`src/rtl/draw_sprite_blit.sv`:
```
// draw_sprite_blit: streams a SPR_W x SPR_H sprite from a synchronous ROM to the VGA pixel-write port
module draw_sprite_blit #(
  parameter int SPR_W     = 64,
  parameter int SPR_H     = 64,
  parameter int ADDR_W    = 12,
  parameter int X_W       = 9,
  parameter int Y_W       = 8,
  parameter int COLOR_W   = 12,
  parameter int ROM_LAT   = 1,
  parameter int SCREEN_W  = 320,
  parameter int SCREEN_H  = 240,
  parameter int KEY_EN    = 1,
  parameter int KEY_COLOR = 0
) (
  input  logic               clk,
  input  logic               resetn,
  input  logic               start,
  input  logic               abort,
  input  logic [X_W-1:0]     x_pos,
  input  logic [Y_W-1:0]     y_pos,
  output logic [ADDR_W-1:0]  rom_addr,
  input  logic [COLOR_W-1:0] rom_q,
  output logic [X_W-1:0]     x_out,
  output logic [Y_W-1:0]     y_out,
  output logic [COLOR_W-1:0] color_out,
  output logic               write_en,
  output logic               busy,
  output logic               done
);
  localparam int CW = $clog2(SPR_W);
  localparam int RW = SPR_H > 1 ? $clog2(SPR_H) : 1;
  typedef enum logic [1:0] {IDLE, ISSUE, FLUSH, DONE} state_t;
  state_t r_state, w_next;
  logic [CW-1:0] r_col;
  logic [RW-1:0] r_row;
  logic [X_W-1:0] r_x_base;
  logic [Y_W-1:0] r_y_base;
  logic [1:0] r_cnt;
  logic r_pv [ROM_LAT];
  logic [CW-1:0] r_pc [ROM_LAT];
  logic [RW-1:0] r_pr [ROM_LAT];
  logic w_col_end, w_last, w_kill, w_clip, w_key, w_out_v;
  logic [X_W:0] w_x;
  logic [Y_W:0] w_y;
  assign w_col_end = r_col == CW'(SPR_W - 1);
  assign w_last = w_col_end && r_row == RW'(SPR_H - 1);
  assign w_kill = abort && r_state != IDLE;
  assign rom_addr = ADDR_W'(r_row) * ADDR_W'(SPR_W) + ADDR_W'(r_col);
  assign w_out_v = r_pv[ROM_LAT-1] && !w_kill;
  // coordinates are formed one bit wider so a wrap past the screen width clips instead of wrapping
  assign w_x = {1'b0, r_x_base} + (X_W+1)'(r_pc[ROM_LAT-1]);
  assign w_y = {1'b0, r_y_base} + (Y_W+1)'(r_pr[ROM_LAT-1]);
  assign w_clip = w_x >= (X_W+1)'(SCREEN_W) || w_y >= (Y_W+1)'(SCREEN_H);
  assign w_key = KEY_EN != 0 && rom_q == COLOR_W'(KEY_COLOR);
  assign busy = r_state != IDLE;
  assign done = r_state == DONE;
  // state register
  always_ff @(posedge clk) begin
    if (!resetn) r_state <= IDLE;
    else r_state <= w_next;
  end
  // next state; abort outranks every other transition but is ignored in IDLE
  always_comb begin
    w_next = r_state;
    case (r_state)
      IDLE:    w_next = start ? ISSUE : IDLE;
      ISSUE:   w_next = w_last ? FLUSH : ISSUE;
      FLUSH:   w_next = r_cnt == 2'(ROM_LAT) ? DONE : FLUSH;
      default: w_next = IDLE;
    endcase
    if (w_kill) w_next = IDLE;
  end
  // position latch, raster counters and flush counter
  always_ff @(posedge clk) begin
    if (!resetn) begin
      r_col <= '0;
      r_row <= '0;
      r_x_base <= '0;
      r_y_base <= '0;
      r_cnt <= '0;
    end else begin
      if (r_state == IDLE && start) begin
        r_x_base <= x_pos;
        r_y_base <= y_pos;
        r_col <= '0;
        r_row <= '0;
      end else if (r_state == ISSUE && !abort) begin
        r_col <= w_col_end ? '0 : r_col + 1'b1;
        if (w_col_end) r_row <= w_last ? '0 : r_row + 1'b1;
      end
      r_cnt <= r_state == FLUSH ? r_cnt + 1'b1 : '0;
    end
  end
  // pipeline carrying (valid,col,row) alongside the ROM read latency
  always_ff @(posedge clk) begin
    if (!resetn) begin
      for (int i = 0; i < ROM_LAT; i++) begin
        r_pv[i] <= 1'b0;
        r_pc[i] <= '0;
        r_pr[i] <= '0;
      end
    end else begin
      r_pv[0] <= r_state == ISSUE && !abort;
      r_pc[0] <= r_col;
      r_pr[0] <= r_row;
      for (int i = 1; i < ROM_LAT; i++) begin
        r_pv[i] <= r_pv[i-1];
        r_pc[i] <= r_pc[i-1];
        r_pr[i] <= r_pr[i-1];
      end
      if (w_kill) for (int i = 0; i < ROM_LAT; i++) r_pv[i] <= 1'b0;
    end
  end
  // output stage pairs rom_q with its pipeline entry; coordinates/colour hold between valid pixels
  always_ff @(posedge clk) begin
    if (!resetn) begin
      x_out <= '0;
      y_out <= '0;
      color_out <= '0;
      write_en <= 1'b0;
    end else begin
      write_en <= w_out_v && !w_clip && !w_key;
      if (w_out_v) begin
        x_out <= w_x[X_W-1:0];
        y_out <= w_y[Y_W-1:0];
        color_out <= rom_q;
      end
    end
  end
endmodule

```
`config.mk`:
```
export PLATFORM = sky130hd
export DESIGN_NAME = draw_sprite_blit
export DESIGN_NICKNAME = d
export VERILOG_FILES = /design/src/rtl/draw_sprite_blit.sv
export SDC_FILE = /design/constraint.sdc
export NUM_CORES = 1
export LEC_CHECK = 0
export BUFFER_PORTS_ARGS = -buffer_cell sky130_fd_sc_hd__buf_2
export CAP_MARGIN = 20
export CORE_ASPECT_RATIO = 1.1
export CORE_UTILIZATION = 40
export DETAILED_ROUTE_END_ITERATION = 10
export HOLD_SLACK_MARGIN = 0.06
export PLACE_DENSITY = 0.58
export SLEW_MARGIN = 20
export SYNTH_ARGS = -nofsm -noshare
export SYNTH_HDL_FRONTEND = slang
export SYNTH_SLANG_ARGS = --single-unit
```
`constraint.sdc`:
```
create_clock -name clk -period 3.1 [get_ports clk]
set_input_delay 0 -clock clk [delete_from_list [all_inputs] [get_ports clk]]
set_output_delay 0 -clock clk [all_outputs]
set_load 0.01 [all_outputs]
```
==> summary.txt <==
Place
  • Dpl cell area: approximately 3800 um2
  • RePlAce Congestion: 0.802
  • Hpwl dp: ~5400 um
  • PortBufs: 76

Synthesis
  • Largest family of logic cells by synthesized area: simple AND/OR/NAND/NOR gates
  • Post-synth EDFFs: 0
  • Mapped cell area: 3340 um2
  • Adder-cell share of the synthesized area: 0.0682
  • Distinct cell type count of the synthesized netlist: 46
  • Multiplexer share of the synthesized area: 0.00300
  • Asr flop ratio synth: 0
  • Complex-gate fraction of the synthesized area: 0.163
  • Synth Register Bits: 76
  • Cell with the most instances after synthesis: nand2_1
  • Net Count, Synth: between 400 and 500
  • Synth Flop Type: dfxtp_1
  • Commonest cells post-synth: 85 x nand2_1, 76 x dfxtp_1, 48 x a21oi_1, 30 x nor2_1
  • Simple-gate share of the synthesized area: 0.247
  • Post-synth top area share: 0.455
  • Yosys warns: 0
  • Post-synth top area cell: dfxtp_1
  • Synth area leaders: dfxtp_1 46%, nand2_1 9.6%, a21oi_1 7.2%, ha_1 5.6%, nor2_1 3.4%
  • Register area share after synthesis: 0.455
  • Post-Syn Instances: between 300 and 400
  • Syn avg cell area: 8.37 um2
  • Post-synthesis xor/xnor area fraction: 0.0367

Global route
  • Overflow after GRT: 0
  • Largest net degree at the start of global routing: 44
  • Number of antenna violations at the first check in global routing: 0
  • Global-route wire length before repair: between 10000 and 15000 um
  • Vias in the first global route: 2849
  • Total track usage: 0.198

Timing
  • Ratio of final minimum period to clock period: 0.744
  • RSZ-0062 raised after global routing: no
  • Worst slew pin tran: between 0.9 and 1 ns
  • Slew headroom: 0.364
  • Total Neg Setup Slack: 0 ns
  • Fmax achieved: between 0.4 and 0.5 GHz
  • Post-layout minimum cycle time: around 2.3 ns
  • Final Setup Violations: 0
  • Pins Over Slew Limit: 0
  • Hold Violations, Final: 0
  • Hold Slack: 0.100 ns
  • Skew final: 0.00842 ns

Finish
  • Final non-filler cell area: roughly 4300 um2
  • Share of cells above drive strength 1: 0.201
  • Utilization after layout: 0.543
  • Area delta synth->final: 29.9%
  • Fin nets: around 550
  • ANT cells: 0

Route
  • DRT antenna net count: 0
  • Wirelength, routed: 8210 um
  • Post-detailed-route wirelength per cell: 13.3 um
  • Number of DRC markers in iteration 0: a little over 90
  • Via density per instance: between 5 and 6
  • Total number of vias: 3081
  • Number of remaining DRC errors: 0
  • DRT Pass-1 Iters: 5

Clocking
  • CTS buffer count: 9
  • Clk buf depth: 2
  • Root buffer cell: clkbuf_8
  • Worst-Skew Late Latency: roughly 0.35 ns
  • # clock sinks: 76
  • H-tree depth: 3
  • Clock transition at path regs: about 0.08 ns
  • Postcts setup bufs: 0
  • TritonCTS clock tree: done

Critical path
  • Internal reg-to-reg setup slack: slightly below 0.8 ns
  • Worst R2R Start: r_x_base[0]$_SDFFE_PN0P_
  • R2R cell count: 7
  • Setup CP Type: flop to flop
  • CP required: approximately 3.4 ns
  • Crit path from: r_x_base[0]$_SDFFE_PN0P_
  • Worst Path Arrival: between 2 and 3 ns
  • CP Launch Type: flop
  • Reg2reg end: write_en$_SDFF_PN0_
  • Worst-path maximum fanout: 3
  • Crit end category: flop

Pwr
  • Pwr/cell area: between 400 and 500 nW/um2
  • Leakage power total: 0.00186 uW
  • Worst vdd ir: roughly 0.22 mV

Die
  • Rows: 34
  • IO Pins: between 70 and 80
  • Die width: between 80 and 90 um
  • Die ar.: 8720 um2
  • Die Y: slightly below 100 um
  • Initial Util: 0.418
  • Core area: approximately 8000 um2

Hold path
  • Hold Path Sink: r_state[0]$_SDFF_PP0_
  • Hold WC Path Type: primary input to flop
  • Hold path startpoint: start
  • Hold Path Depth: 4

Job
  • Max Cap Viol: 0

Status
  • Run status: completed
## cell type report
type | count | area [um2]
fill | 814 | 3660
multi-input combinational | 300 | 1730
sequential | 76 | 1520
timing repair buffer | 109 | 703
clock buffer | 11 | 151
tap | 108 | 135
clock inverter | 4 | 72.6
inverter | 7 | 26.3
## logic make-up after synthesis
| group | Yosys count |
|---|---|
| adder cells (fa/ha/maj) | 17 |
| flip-flops | 76 |
| XOR/XNOR | 14 |
| AO/OA/AOI/OAI | 90 |
| buffers and inverters | 23 |
| AND/OR/NAND/NOR | 178 |
| multiplexers | 1 |
## cells in the final DEF (no fill, tap or decap), types with 4 or more instances in the layout
cell           netlist  routed
a21oi_1             48      48
and2_1              15      15
nor2_1              30      30
buf_2                3      76
a211oi_1             9       9
xnor2_1              7       7
nor2b_1              4       4
dlygate4sd3_1        0      30
and3_1               4       4
inv_1                6       6
nand3_1              9       9
nand2_1             85      85
or2_2                4       4
a21o_1               4       4
nor3_1               9       9
clkbuf_8             0      11
ha_1                15      15
o21ai_0             12      12
xor2_1               7       7
dfxtp_1             76      76
nand4_1              4       4
## timing repair
| item | CTS | global route |
|---|---|---|
| hold buffers | 30 | 0 |
| hold endpoints to repair | 31 | 0 |
| gates resized for setup | 0 | 0 |
## power breakdown
group	internal (uW)	switching, uW
sequential	1000	20.2
combinational	88.5	101
clock	491	359
## sequential cells by signal (all words and copies together) (netlist names), 2 cells and up
signal     flops
color_out     12
r_x_base       9
x_out          9
r_y_base       8
y_out          8
r_col          6
r_pc           6
r_pr           6
r_row          6
r_cnt          2
r_state        2
## worst max path at each step
stage                                to  cells after the start  slack (ns)
floorplan           write_en$_SDFF_PN0_                      7         1.0
global placement    write_en$_SDFF_PN0_                      7        0.91
detailed placement  write_en$_SDFF_PN0_                      7        0.83
CTS                 write_en$_SDFF_PN0_                      7        0.80
global route        write_en$_SDFF_PN0_                      7        0.61
finish              write_en$_SDFF_PN0_                      7        0.79
## critical path: stages, from the launching register on
cell,delay (ns)
dfxtp_1,0.32
ha_1,0.24
fa_1,0.43
a211oi_1,0.31
o21bai_1,0.17
a21o_1,0.23
o31a_1,0.26
a221oi_2,0.27
## through the flow
stage | std cells | setup WS (ns) | total power [uW]
detailed placement | 570 | 0.834 | 1200
global route | 615 | 0.606 | 2140
finish | 615 | 0.793 | 2060
CTS | 615 | 0.797 | 2070
global placement | 570 | 0.914 | 1200
floorplan | 399 | 1.00 | 1140
## routing by layer
layer  share of wire  global-route usage
met5               0                   0
met4           0.016              0.0806
met2            0.46               0.321
met3           0.053              0.0414
met1            0.47               0.253
(Power assumes the default switching activity.)
